`src/rtl/divider_pkg.sv`:
```
// -----------------------------------------------------------------------------
// divider_pkg
// Shared types and constants for the execute-stage integer divider.
//   div_state_t : divider FSM states
//   div_op_t    : operation flags latched at the start of an operation
//   INT64_MIN / INT32_MIN : most-negative values for the overflow special case
// -----------------------------------------------------------------------------
package divider_pkg;

    typedef enum logic [1:0] {
        IDLE = 2'd0,
        ITER = 2'd1,
        FIX  = 2'd2,
        DONE = 2'd3
    } div_state_t;

    typedef struct packed {
        logic op_signed;
        logic op_rem;
        logic op_word;
    } div_op_t;

    localparam logic [63:0] INT64_MIN = 64'h8000_0000_0000_0000;
    localparam logic [31:0] INT32_MIN = 32'h8000_0000;

endpackage

```
`src/rtl/divider_if.sv`:
```
// -----------------------------------------------------------------------------
// divider_if
// Request/response bundle between execute (master) and the divider (slave).
//   valid      : request, held with stable operands until data_ok
//   a, b       : dividend, divisor
//   op_signed  : signed (div/rem) vs unsigned
//   op_rem     : return remainder instead of quotient
//   op_word    : 32-bit W-variant
//   result     : quotient/remainder, meaningful while data_ok=1
//   data_ok    : one-cycle completion pulse
//   busy       : divider is not idle
// -----------------------------------------------------------------------------
interface divider_if #(
    parameter int XLEN = 64
);
    logic            valid;
    logic [XLEN-1:0] a;
    logic [XLEN-1:0] b;
    logic            op_signed;
    logic            op_rem;
    logic            op_word;
    logic [XLEN-1:0] result;
    logic            data_ok;
    logic            busy;

    modport master (
        output valid, a, b, op_signed, op_rem, op_word,
        input  result, data_ok, busy
    );

    modport slave (
        input  valid, a, b, op_signed, op_rem, op_word,
        output result, data_ok, busy
    );
endinterface

```
`src/rtl/divider.sv`:
```
// -----------------------------------------------------------------------------
// divider
// Restoring integer divider, one quotient bit per cycle, for the RV64M
// div/divu/rem/remu and divw/divuw/remw/remuw operations.
//   i_clk   : clock, all state updates on the rising edge
//   i_reset : synchronous active-high reset
//   div_bus : divider_if slave modport (request, operands, result, data_ok, busy)
//
// state | meaning
// ------+---------------------------------------------------------------
// IDLE  | waiting for valid; decodes operands and special cases
// ITER  | one restoring step per cycle, W cycles total
// FIX   | apply signs, select quotient/remainder, word sign-extension
// DONE  | data_ok pulse, result held; returns to IDLE unconditionally
// -----------------------------------------------------------------------------
module divider
    import divider_pkg::*;
#(
    parameter int XLEN = 64
) (
    input  logic     i_clk,
    input  logic     i_reset,
    divider_if.slave div_bus
);

    localparam int CW = $clog2(XLEN);

    localparam logic [XLEN-1:0] MIN_DWORD = XLEN'(INT64_MIN);
    localparam logic [XLEN-1:0] MIN_WORD  = {{(XLEN-32){1'b1}}, INT32_MIN};

    div_state_t      r_state;
    div_state_t      w_state_nxt;

    div_op_t         r_op;
    logic            r_sign_q;
    logic            r_sign_r;
    logic [XLEN-1:0] r_dvd;
    logic [XLEN-1:0] r_dvs;
    logic [XLEN:0]   r_rem;
    logic [XLEN-1:0] r_quo;
    logic [CW-1:0]   r_cnt;
    logic [XLEN-1:0] r_result;

    div_op_t         w_op_in;
    logic [XLEN-1:0] w_a_ext;
    logic [XLEN-1:0] w_b_ext;
    logic [XLEN-1:0] w_a_abs;
    logic [XLEN-1:0] w_b_abs;
    logic [XLEN-1:0] w_min;
    logic            w_sa;
    logic            w_sb;
    logic            w_b_zero;
    logic            w_ovf;
    logic [XLEN-1:0] w_spec_res;
    logic [XLEN-1:0] w_quo_fix;
    logic [XLEN-1:0] w_rem_fix;
    logic [XLEN-1:0] w_fix_res;
    logic [2*XLEN:0] w_step;

    logic            w_start;
    logic            w_special;
    logic            w_do_step;
    logic            w_do_fix;

    // Low word, sign- or zero-extended to XLEN.
    function automatic logic [XLEN-1:0] ext32(input logic [31:0] v, input logic sgn);
        return {{(XLEN-32){sgn & v[31]}}, v};
    endfunction

    // W-variant results are always sign-extended from bit 31, unsigned ops included.
    function automatic logic [XLEN-1:0] fmt_res(input logic [XLEN-1:0] v, input logic word);
        return word ? {{(XLEN-32){v[31]}}, v[31:0]} : v;
    endfunction

    // One restoring step: shift {rem, quo} left pulling in a dividend bit,
    // subtract the divisor when it fits and record a quotient 1.
    // rem is one bit wider than the divisor so the compare cannot overflow.
    function automatic logic [2*XLEN:0] div_step(
        input logic [XLEN:0]   rem,
        input logic [XLEN-1:0] quo,
        input logic            din,
        input logic [XLEN-1:0] dvs
    );
        logic [XLEN:0]   sh;
        logic [XLEN-1:0] q;
        sh = {rem[XLEN-1:0], din};
        q  = {quo[XLEN-2:0], 1'b0};
        if (sh >= {1'b0, dvs}) begin
            sh   = sh - {1'b0, dvs};
            q[0] = 1'b1;
        end
        return {sh, q};
    endfunction

    assign w_op_in = '{op_signed: div_bus.op_signed,
                       op_rem:    div_bus.op_rem,
                       op_word:   div_bus.op_word};

    // Operand decode, only consumed in IDLE.
    always_comb begin
        w_a_ext = div_bus.a;
        w_b_ext = div_bus.b;
        if (div_bus.op_word) begin
            w_a_ext = ext32(div_bus.a[31:0], div_bus.op_signed);
            w_b_ext = ext32(div_bus.b[31:0], div_bus.op_signed);
        end
        w_sa     = div_bus.op_signed & w_a_ext[XLEN-1];
        w_sb     = div_bus.op_signed & w_b_ext[XLEN-1];
        w_a_abs  = w_sa ? (~w_a_ext + 1'b1) : w_a_ext;
        w_b_abs  = w_sb ? (~w_b_ext + 1'b1) : w_b_ext;
        w_min    = div_bus.op_word ? MIN_WORD : MIN_DWORD;
        w_b_zero = (w_b_ext == '0);
        w_ovf    = div_bus.op_signed && (w_a_ext == w_min) && (w_b_ext == '1);

        if (w_b_zero) begin
            w_spec_res = div_bus.op_rem ? w_a_ext : '1;
        end else begin
            w_spec_res = div_bus.op_rem ? '0 : w_min;
        end
        w_spec_res = fmt_res(w_spec_res, div_bus.op_word);
    end

    // Sign fixup; the latched sign flags only matter for signed ops.
    always_comb begin
        w_quo_fix = (r_op.op_signed & r_sign_q) ? (~r_quo + 1'b1) : r_quo;
        w_rem_fix = (r_op.op_signed & r_sign_r) ? (~r_rem[XLEN-1:0] + 1'b1)
                                                : r_rem[XLEN-1:0];
        w_fix_res = fmt_res(r_op.op_rem ? w_rem_fix : w_quo_fix, r_op.op_word);
    end

    assign w_step = div_step(r_rem, r_quo, r_dvd[r_cnt], r_dvs);

    always_ff @(posedge i_clk) begin
        if (i_reset) begin
            r_state <= IDLE;
        end else begin
            r_state <= w_state_nxt;
        end
    end

    always_comb begin
        w_state_nxt = r_state;
        w_start     = 1'b0;
        w_special   = 1'b0;
        w_do_step   = 1'b0;
        w_do_fix    = 1'b0;
        case (r_state)
            IDLE: begin
                if (div_bus.valid) begin
                    if (w_b_zero || w_ovf) begin
                        w_special   = 1'b1;
                        w_state_nxt = DONE;
                    end else begin
                        w_start     = 1'b1;
                        w_state_nxt = ITER;
                    end
                end
            end
            ITER: begin
                if (!div_bus.valid) begin
                    w_state_nxt = IDLE;
                end else begin
                    w_do_step = 1'b1;
                    if (r_cnt == '0) begin
                        w_state_nxt = FIX;
                    end
                end
            end
            FIX: begin
                if (!div_bus.valid) begin
                    w_state_nxt = IDLE;
                end else begin
                    w_do_fix    = 1'b1;
                    w_state_nxt = DONE;
                end
            end
            DONE: begin
                // A still-high valid next cycle is a fresh request.
                w_state_nxt = IDLE;
            end
            default: begin
                w_state_nxt = IDLE;
            end
        endcase
    end

    always_ff @(posedge i_clk) begin
        if (i_reset) begin
            r_op     <= '0;
            r_sign_q <= 1'b0;
            r_sign_r <= 1'b0;
            r_dvd    <= '0;
            r_dvs    <= '0;
            r_rem    <= '0;
            r_quo    <= '0;
            r_cnt    <= '0;
            r_result <= '0;
        end else begin
            if (w_start || w_special) begin
                r_op <= w_op_in;
            end
            if (w_start) begin
                r_sign_q <= w_sa ^ w_sb;
                r_sign_r <= w_sa;
                r_dvd    <= w_a_abs;
                r_dvs    <= w_b_abs;
                r_rem    <= '0;
                r_quo    <= '0;
                r_cnt    <= div_bus.op_word ? CW'(31) : CW'(XLEN-1);
            end
            if (w_special) begin
                r_result <= w_spec_res;
            end
            if (w_do_step) begin
                r_rem <= w_step[2*XLEN:XLEN];
                r_quo <= w_step[XLEN-1:0];
                r_cnt <= r_cnt - 1'b1;
            end
            if (w_do_fix) begin
                r_result <= w_fix_res;
            end
        end
    end

    assign div_bus.result  = r_result;
    assign div_bus.data_ok = (r_state == DONE);
    assign div_bus.busy    = (r_state != IDLE);

endmodule

```
`src/flat_wrapper.sv`:
```
// flat-port wrapper written by rule: the top's interface ports become plain ports
module divider_flat import divider_pkg::*;
#(
    parameter int XLEN = 64
)
  (i_clk, i_reset, div_bus_valid, div_bus_a, div_bus_b, div_bus_op_signed, div_bus_op_rem, div_bus_op_word, div_bus_result, div_bus_data_ok, div_bus_busy);
  divider_if #(.XLEN(XLEN)) div_bus_i ();
  input  logic i_clk;
  input  logic i_reset;
  input wire logic [$bits(div_bus_i.valid)-1:0] div_bus_valid;
  input wire logic [$bits(div_bus_i.a)-1:0] div_bus_a;
  input wire logic [$bits(div_bus_i.b)-1:0] div_bus_b;
  input wire logic [$bits(div_bus_i.op_signed)-1:0] div_bus_op_signed;
  input wire logic [$bits(div_bus_i.op_rem)-1:0] div_bus_op_rem;
  input wire logic [$bits(div_bus_i.op_word)-1:0] div_bus_op_word;
  output wire logic [$bits(div_bus_i.result)-1:0] div_bus_result;
  output wire logic [$bits(div_bus_i.data_ok)-1:0] div_bus_data_ok;
  output wire logic [$bits(div_bus_i.busy)-1:0] div_bus_busy;
  assign div_bus_i.valid = div_bus_valid;
  assign div_bus_i.a = div_bus_a;
  assign div_bus_i.b = div_bus_b;
  assign div_bus_i.op_signed = div_bus_op_signed;
  assign div_bus_i.op_rem = div_bus_op_rem;
  assign div_bus_i.op_word = div_bus_op_word;
  assign div_bus_result = div_bus_i.result;
  assign div_bus_data_ok = div_bus_i.data_ok;
  assign div_bus_busy = div_bus_i.busy;
  divider #(.XLEN(XLEN)) u_core (.i_clk(i_clk), .i_reset(i_reset), .div_bus(div_bus_i));
endmodule
```
`config.mk`:
```
export PLATFORM = sky130hd
export DESIGN_NAME = divider_flat
export DESIGN_NICKNAME = d
export VERILOG_FILES = /design/src/rtl/divider_pkg.sv /design/src/rtl/divider_if.sv /design/src/rtl/divider.sv /design/src/flat_wrapper.sv
export SDC_FILE = /design/constraint.sdc
export NUM_CORES = 1
export LEC_CHECK = 0
export BUFFER_PORTS_ARGS = -buffer_cell sky130_fd_sc_hd__buf_4
export CAP_MARGIN = 20
export CORE_MARGIN = 2
export CORE_UTILIZATION = 47
export CTS_CLUSTER_DIAMETER = 80
export DETAILED_ROUTE_END_ITERATION = 8
export GPL_TIMING_DRIVEN = 0
export PLACE_DENSITY = 0.69
export SLEW_MARGIN = 20
export SYNTH_ARGS = -nofsm -noshare
export SYNTH_HDL_FRONTEND = slang
export SYNTH_SLANG_ARGS = --single-unit
```
`constraint.sdc`:
```
create_clock -name i_clk -period 12 [get_ports i_clk]
set_clock_uncertainty 0.2 [all_clocks]
set_input_delay 2.4 -clock i_clk [delete_from_list [all_inputs] [get_ports i_clk]]
set_output_delay 2.4 -clock i_clk [all_outputs]
set_load 0.1 [all_outputs]
```
# After elaboration in Yosys (flattened, before gate mapping)
# Index checks and enable logic that the tools add are counted.
# Widths: inputs -> output; s select.
# totals
reg_bits,333
input_bits,134
wordCells,90
out_inout_bits,66
# op_classes
bitwise,11
add_sub_neg,6
mux,41
n_lt_le_gt_ge,2
n_reduce_logical,11
n_eq_ne,7
# op_table
cell,count
$mux 64,19
$add 64x1->64 const B,4
$not 64->64,4
$ge 65x64->1,1
$eq 64x64->1,1
$eq 64x64->1 const B,1
$logic_not 64->1,1
$sub 64x64->64,1
$mux 63,1
$mux 6,3
$mux 1,11
$mux 2,5
$pmux 2 s4,1
$lt 6x7->1 const B,1
$and 1x1->1,6
$bmux 1 s6,1
$logic_not 6->1,1
$reduce_bool 2->1,3
$sub 6x1->6 const B,1
$eq 2x2->1 const B,2
$ne 3x2->1 const B,1
$eq 2x1->1 const B,1
$logic_and 1x1->1,2
$logic_not 2->1,1
other kinds (4),5

# Longest topological paths before layout
# Gate-level depths: netlist of run 1.
# depth
ltp_word,11
depth_mapped,18
ltp_nobuf,16

# Worst setup path after synthesis of run 1
# No wires, ideal clock.
# synth_path
kind,input port to flip-flop
startpoint,input div_bus_a[4]
endpoint,register u_core.r_result[27] (netlist: u_core.div_bus.result[27])
path_stages,12
arrival_ns,5.105
slack_ns,6.625
required_time_ns,11.730
n_path_buf,3
setup_ns,0.070
path_cell_list,or3_1 -> or3b_1 -> clkbuf_1 -> or4_4 -> a2111oi_4 -> o21ai_2 -> and2_1 -> buf_2 -> buf_6 -> nor2_1 -> a21oi_1 -> a21oi_1
# synth_between
elab_chain_len,9
# synth_lines
item,line_no,text
"start, declared",flat_wrapper.sv:11,input wire logic [$bits(div_bus_i.a)-1:0] div_bus_a;
$mux 64,divider.sv:103,if (div_bus.op_word) begin
$eq 64x64->1,divider.sv:113,w_ovf = div_bus.op_signed && (w_a_ext == w_min) && (w_b_ext == '1);
$logic_and 1x1->1 (2 in series),divider.sv:113,
$logic_or 1x1->1,divider.sv:150,if (w_b_zero || w_ovf) begin
$mux 1,divider.sv:150,
$mux 1,divider.sv:149,if (div_bus.valid) begin
$mux 1,divider.sv:147,case (r_state)
$reduce_bool 2->1 (no line),n/a,
"end signal, assigned",divider.sv:212,r_result <= w_spec_res;
"end signal, assigned",divider.sv:220,r_result <= w_fix_res;
"end, declared",divider.sv:42,logic [XLEN-1:0] r_result;
# No other way between the ends.
# A chain may end at the register's enable or synchronous reset.

# Final worst setup path of run 1
# layout_path
startpoint,register u_core.r_cnt[1]
endpoint,register u_core.r_rem[14]
# layout_between
elab_chain_len,5
elab_cells_between_ends,6
cone_classes,1 x add/sub; 1 x order compare; 4 x mux
# layout_lines
item,line_no,text
"start, declared",divider.sv:41,logic [CW-1:0] r_cnt;
"start signal, assigned",divider.sv:209,r_cnt <= div_bus.op_word ? CW'(31) : CW'(XLEN-1);
"start signal, assigned",divider.sv:217,r_cnt <= r_cnt - 1'b1;
$bmux 1 s6 *,divider.sv:131,"assign w_step = div_step(r_rem, r_quo, r_dvd[r_cnt], r_dvs);"
$mux 1 (not written as such) *,divider.sv:131,
$sub 64x64->64 or $ge 65x64->1 (tied branches),"divider.sv:89, divider.sv:88",
$mux 64 *,divider.sv:88,"if (sh >= {1'b0, dvs}) begin"
$mux 64 *,divider.sv:214,if (w_do_step) begin
"end signal, assigned",divider.sv:215,r_rem <= w_step[2*XLEN:XLEN];
"end, declared",divider.sv:39,logic [XLEN:0] r_rem;
# Mark *: on every way between the ends. The rest lies on a longest branch, timed or not. The select of a mux whose other input is x is not followed.

==> results by group, run 1 <==
Critical path
  – Crit-path max cell delay: around 0.66 ns
  – Worst path top cell family by delay: buffers and inverters
  – CP Launch Type: register
  – Worst setup EP type: register
  – Crit Path Category: reg2reg
  – Crit-path slowest cell: clkbuf_1
  – Arrival time worst endpoint: slightly above 7 ns
  – Worst reg-to-reg path cell count: 16
  – Crit path to: u_core.r_rem[14]
  – Reg-to-reg endpoint: u_core.r_rem[14]
  – R2R Setup Slk: ~5 ns
  – Worst EP required: roughly 12 ns
  – Worst path bufs/invs: 4
  – Crit. path cell count: 16
  – Worst reg2reg startpoint: u_core.r_cnt[1]
  – Crit. Startpoint: u_core.r_cnt[1]
  – Maximum fanout along the worst path: 10
  – CP cell instances: clkbuf_1 > clkbuf_1 > mux4_2 > mux4_2 > mux4_2 > inv_1 > ha_1 > nand3b_1 > a211oi_1 > nor4_1 > nor4_1 > o41ai_1 > o31ai_1 > nand4_1 > clkbuf_1 > o21ai_1

Logic synthesis
  – Most used DFF post-synth: dfxtp_1
  – Number of enable flip-flop cells after synthesis: 0
  – Synth Cell Area: approximately 24000 µm²
  – Mapped Avg Cell Area: ~7.4 µm²
  – Post-Syn Instances: approximately 3300
  – Seq/Total Area, Yosys: 27.36%
  – Syn Nets: between 3000 and 4000
  – Flops & latches, synth: approximately 330
  – Main area contributors after synthesis: dfxtp_1, a21oi_1, nor2_1
  – Netlist cell types: 84
  – Synth warnings: 0
  – Async SR Flop Fraction: 0%
  – Yosys top cell by area: dfxtp_1
  – Post-synth top area share: a little over a quarter

Clock network
  – Post-CTS setup repair buffer count: 0
  – Longest Clk Path Bufs: 3
  – Skew-Pair Late Insertion Delay: 0.60 ns
  – Clock sinks: between 300 and 400
  – CTS tree: done
  – Hold bufs inserted after CTS: 0
  – CTS H-tree depth: 2
  – # resized after CTS: 0
  – TritonCTS Buffers: 40
  – Clock transition at path regs: ~0.060 ns
  – Root Driver: clkbuf_16

Place
  – Final GP Congestion: between 1 and 1.5
  – PortBufs: between 150 and 200
  – Hpwl dp: 85.26 mm

Timing
  – Worst-Margin Slew: 1.233 ns
  – Post-route minimum period: ~7.0 ns
  – RSZ-0062 raised after global routing: false
  – Setup tns final: 0 ns
  – WHS: 0.2498 ns
  – Slew Limit Fails: 0
  – Max Fclk: 0.1426 GHz
  – Worst slew margin: 17.60%
  – Fin crit share: 58.45%
  – Endpoints failing hold: 0
  – Setup Viol. Count Final: 0

Floorplan
  – Initial Util: 47.50%
  – Rows: a little over 80
  – Die Wd: between 200 and 250 µm
  – Full die area: 53680 µm²
  – IO Pins: 200
  – Die Ht: roughly 230 µm
  – CORE AREA: 51300 µm²

GRT
  – Largest net degree at the start of global routing: 13
  – Total GRT Usage: 38.31%
  – Initial antenna violation count: 3
  – Grt ovf: 0
  – First-pass GRT wire length: 156.3 mm
  – Number of global-route vias before repair: ~25000

Routing
  – Final ANT Viol Nets: 0
  – Initial drt markers: approximately 3800
  – TritonRoute pass-1 iters: 6
  – Via count: between 20000 and 30000
  – Vias/cell: roughly 6.6
  – Routed WL: 107.2 mm
  – DRC violations left: 0
  – Post-DR wirelength/cell: about 25 µm

Finish
  – Nets: about 3700
  – Finished Core Util: 54.56%
  – Area delta synth->final: 14.88%
  – Layout cells sized above 1: a little under 10%
  – Layout filler cell count: about 5200

Pwr
  – Worst VDD drop: between 0.1 and 0.15 mV
  – Static Leakage: around 11 nW
  – Cell Pwr Density: 107.5 nW/µm²

Outcome
  – Status: finished, final reports clean

Run
  – Max Cap Viol: 0

Hold path
  – Class of the most critical hold timing path: reg2reg
cells in the mapped netlist (106+ instances only):
library cell	count
a21oi_1	289
inv_1	106
xnor2_1	138
nor3_1	123
xor2_1	154
a22oi_1	131
nand2_1	268
a211oi_1	123
nor2_1	371
dfxtp_1	333
clkbuf_1	214
o21ai_0	215
layout make-up:
cell class	instances	area, µm²	area share [%]
Antenna cell	2	5.005	0.01788
Buffer	256	1049	3.746
Clock buffer	49	1065	3.804
Clock inverter	19	216.5	0.7733
Inverter	106	397.9	1.421
Multi-Input combinational cell	2599	16260	58.10
Sequential cell	333	6666	23.82
Tap cell	680	850.8	3.040
Timing Repair Buffer	197	1479	5.283
cell families after synthesis:
kind of cell	after synthesis	share of synthesized area, %
buf+inv	362	5.936
simple gates	1109	21.73
flops	333	27.36
mux	28	2.239
fa+ha+maj	72	3.728
xor+xnor	292	10.50
compound gates	1098	28.51
tightest hold or removal path, stage by stage, from the launching register on:
cell and delay (ns):
dfxtp_1 0.31, nand2_1 0.05, a21oi_1 0.05
registers in the layout (all words and copies together) (netlist names):
name,count
u_core.r_cnt,6
u_core.div_bus.result,64
u_core.r_sign_r,1
u_core.r_sign_q,1
u_core.r_dvd,64
u_core.r_op,3
u_core.r_rem,64
u_core.r_quo,64
u_core.r_state,2
u_core.r_dvs,64
stage by stage:
step,std cells,power [mW],worst slack (ns),area [µm²]
floorplan,3294,1.552,6.625,24370
global placement,4169,1.774,4.406,26680
detailed placement,4171,1.776,5.269,26710
CTS,4239,2.992,5.224,27990
global route,4240,3.091,4.845,27990
finish,4241,3.010,4.986,27990
worst min-delay path by stage:
stage | depth (start not counted) | start | slack (ns) | to
floorplan | 2 | u_core.r_dvd[34] | 0.23 | u_core.r_dvd[34]
global placement | 2 | u_core.r_dvs[58] | 0.24 | u_core.r_dvs[58]
detailed placement | 2 | u_core.r_dvd[49] | 0.24 | u_core.r_dvd[49]
CTS | 2 | u_core.r_dvs[46] | 0.25 | u_core.r_dvs[46]
global route | 2 | u_core.r_dvd[49] | 0.27 | u_core.r_dvd[49]
finish | 2 | u_core.div_bus.result[39] | 0.25 | u_core.div_bus.result[39]
placed cells by master, fill, tap and decap left out, types with 29 or more instances in the layout:
cell type  netlist  layout
nor2_1         371     371
dfxtp_1        333     333
a21oi_1        289     289
nand2_1        268     268
clkbuf_1       214     220
o21ai_0        215     215
buf_4            0     197
xor2_1         154     154
xnor2_1        138     138
a22oi_1        131     131
a211oi_1       123     122
nor3_1         123     122
inv_1          106     106
ha_1            71      71
o21ai_1         63      63
nand4_1         60      60
or3_1           54      54
nor4_1          46      46
nand3_1         45      45
o31ai_1         43      43
a31oi_1         40      40
clkbuf_16        0      40
or4_1           35      35
a21o_1          29      29
metal layers:
metal | share of wire, % | track usage (%) | up-vias | wire [µm]
met5 | 0 | 0 | - | 0
met4 | 7.2 | 24.52 | 0 | 7722
met3 | 10 | 6.790 | 366 | 11160
met2 | 43 | 57.68 | 1742 | 45840
met1 | 40 | 50.46 | 13150 | 42520
li1 | - | - | 12560 | -
power breakdown:
group          switching, mW  internal, mW
registers             0.0206          1.14
clock network          0.535         0.700
logic                  0.411         0.200
Note: power is estimated with default switching activity, not from simulation.
==> inputs of run 2 (changes only) <==
- clock period: 12 -> 6.95 ns (I/O delays scaled with it)
==> run 2 against run 1 <==
Against the previous run:
- fmax is 2.9% higher
- routed wire length hardly changed
- cell count unchanged
- hold slack about the same
- critical path type unchanged
==> results by group, run 2 (synthesized netlist as in run 1, its figures left out) <==
Hold path
  – Hold EP: u_core.div_bus.result[39]
  – Hold Startpoint: u_core.div_bus.result[39]
  – WHS Path Cells: 2 (unchanged)
  – Class of the most critical hold timing path: reg2reg

Floorplan
  – Die Wd: 231.7 µm (unchanged)
  – Rows: 83 (unchanged)
  – Die Ht: 231.7 µm (unchanged)
  – CORE AREA: 51300 µm² (unchanged)
  – Full die area: 53680 µm² (unchanged)
  – Initial Util: 47.50% (unchanged)
  – IO Pins: 200 (unchanged)

Critical path
  – Crit-path max cell delay: 0.66 ns (about the same)
  – Reg-to-reg endpoint: u_core.r_rem[14]
  – Critical Path Most Common Cell: mux4_2
  – Maximum fanout along the worst path: 10 (unchanged)
  – R2R Setup Slk: 0.14 ns (-4.85 ns)
  – Worst path bufs/invs: 4 (unchanged)
  – CP cell instances: clkbuf_1 > clkbuf_2 > mux4_2 > mux4_2 > mux4_2 > inv_1 > ha_1 > nand3b_1 > a211oi_1 > nor4_1 > nor4_1 > o41ai_1 > o31ai_1 > nand4_1 > clkbuf_1 > o21ai_1
  – Worst path top cell family by delay: buffers and inverters
  – Worst EP required: 7.19 ns (-5.05 ns)
  – Worst reg-to-reg path cell count: 16 (unchanged)
  – Arrival time worst endpoint: 7.06 ns (-0.19 ns)
  – Crit Path Category: reg2reg
  – Worst setup EP type: register
  – CP Launch Type: register
  – Crit-path slowest cell: clkbuf_1
  – Worst reg2reg startpoint: u_core.r_cnt[1]

Timing
  – Setup Viol. Count Final: 0 (unchanged)
  – RSZ-0062 raised after global routing: false
  – Endpoints failing hold: 0 (unchanged)
  – Worst setup margin: 0.1352 ns (-4.850 ns)
  – Setup tns final: 0 ns (unchanged)
  – Worst-Margin Slew: 1.225 ns (-0.008697 ns)
  – WHS: 0.2496 ns (-0.0001180 ns)
  – Max Fclk: 0.1467 GHz (+2.9%)
  – Post-route minimum period: 6.815 ns (-0.1995 ns)
  – Fin crit share: 98.05% (+40 points)
  – Slew Limit Fails: 0 (unchanged)
  – Worst slew margin: 18.18% (+0.58 points)

Routing
  – Vias/cell: 6.562 (about the same)
  – DRC violations left: 0 (unchanged)
  – TritonRoute pass-1 iters: 6 (unchanged)
  – Final ANT Viol Nets: 0 (unchanged)
  – Initial drt markers: 3851 (+1.4%)
  – Via count: 27830 (+0.065%)
  – Routed WL: 107.2 mm (about the same)
  – Post-DR wirelength/cell: 25.29 µm (about the same)

Finish
  – Multi-input logic area: 16260 µm² (unchanged)
  – Most common cell after layout, fill and taps aside: nor2_1
  – Commonest non-fill, non-tap cells in the layout: nor2_1, dfxtp_1, a21oi_1
  – Nets: 3739 (unchanged)
  – Layout filler cell count: 5156 (+0.039%)
  – Non-filler instance count after layout: 4241 (unchanged)
  – FF+latch area: 6666 µm² (unchanged)
  – Area delta synth->final: 14.89% (about the same)
  – Layout cells sized above 1: 9.975% (+0.056 points)
  – Finished Core Util: 54.57% (about the same)
  – Design area: 27990 µm² (about the same)

Outcome
  – Status: finished, final reports clean

GRT
  – First-pass GRT wire length: 156.3 mm (unchanged)
  – Largest net degree at the start of global routing: 13 (unchanged)
  – Number of global-route vias before repair: 24720 (unchanged)
  – Grt ovf: 0 (unchanged)
  – Total GRT Usage: 38.31% (unchanged)
  – Initial antenna violation count: 3 (unchanged)

Pwr
  – Static Leakage: 10.85 nW (about the same)
  – PnR Total Power: 5.196 mW (+73%)
  – Worst VDD drop: 0.2118 mV (+73%)
  – Cell Pwr Density: 185.6 nW/µm² (+73%)

Clock network
  – Clock transition at path regs: 0.06 ns (about the same)
  – CTS H-tree depth: 2 (unchanged)
  – Longest Clk Path Bufs: 3 (unchanged)
  – Skew-Pair Late Insertion Delay: 0.60 ns (about the same)
  – Post-CTS setup repair buffer count: 0 (unchanged)
  – TritonCTS Buffers: 40 (unchanged)
  – Root Driver: clkbuf_16
  – CTS tree: done
  – Clock sinks: 333 (unchanged)

Place
  – Pre-CTS setup slack: 0.2185 ns (-5.050 ns)
  – PortBufs: 195 (unchanged)
  – Final GP Congestion: 1.049 (unchanged)
  – Hpwl dp: 85.26 mm (unchanged)
  – Post-DP Area: 26710 µm² (unchanged)
  – Dpl cells: 4171 (unchanged)

Run
  – Max Cap Viol: 0 (unchanged)
## run 2: tightest hold or removal path, delay by kind of cell, from the launching register on
kind               cells  cell delay (ns)
and+or+nand+nor        1             0.05
DFF                    1             0.31
AOI/OAI and AO/OA      1             0.05
## run 2: area by class of cell
class                           count  share of cell area [%]
Buffer                            256                   3.754
Multi-Input combinational cell   2599                   58.09
Sequential cell                   333                   23.81
Antenna cell                        2                 0.01788
Clock inverter                     19                  0.7732
Tap cell                          680                   3.039
Clock buffer                       49                   3.804
Inverter                          106                   1.421
Timing Repair Buffer              197                   5.283
## run 2: timing repair
item | CTS | global route
hold buffers | 0 | 0
endpoints found under the setup margin | 0 | 45
resized for setup | 0 | 4
## run 2: how the worst max path moves through the flow
stage               slack (ns)  cells after the start             from               end
global route              0.03                     18  u_core.r_cnt[1]  u_core.r_rem[14]
global placement         -0.64                     17  u_core.r_cnt[1]  u_core.r_rem[14]
floorplan                 1.68                     16  u_core.r_cnt[0]   u_core.r_rem[0]
CTS                       0.17                     16  u_core.r_cnt[1]  u_core.r_rem[15]
detailed placement        0.22                     16  u_core.r_cnt[1]  u_core.r_rem[15]
finish                    0.14                     16  u_core.r_cnt[1]  u_core.r_rem[14]
## run 2: routing by layer
| layer | wire (µm) | GRT usage (%) | vias up |
|---|---|---|---|
| met2 | 45860 | 57.68 | 1755 |
| met5 | 0 | 0 | - |
| met4 | 7785 | 24.52 | 0 |
| met3 | 11250 | 6.790 | 358 |
| met1 | 42340 | 50.46 | 13150 |
| li1 | - | - | 12570 |
## run 2: report_power, final
| group | total, mW | leakage (nW) | internal (mW) | switching, mW |
|---|---|---|---|---|
| logic | 1.05 | 7.52 | 0.345 | 0.709 |
| clock network | 2.13 | 0.626 | 1.21 | 0.922 |
| registers | 2.01 | 2.71 | 1.98 | 0.0355 |
| total | 5.20 | 10.9 | 3.53 | 1.67 |
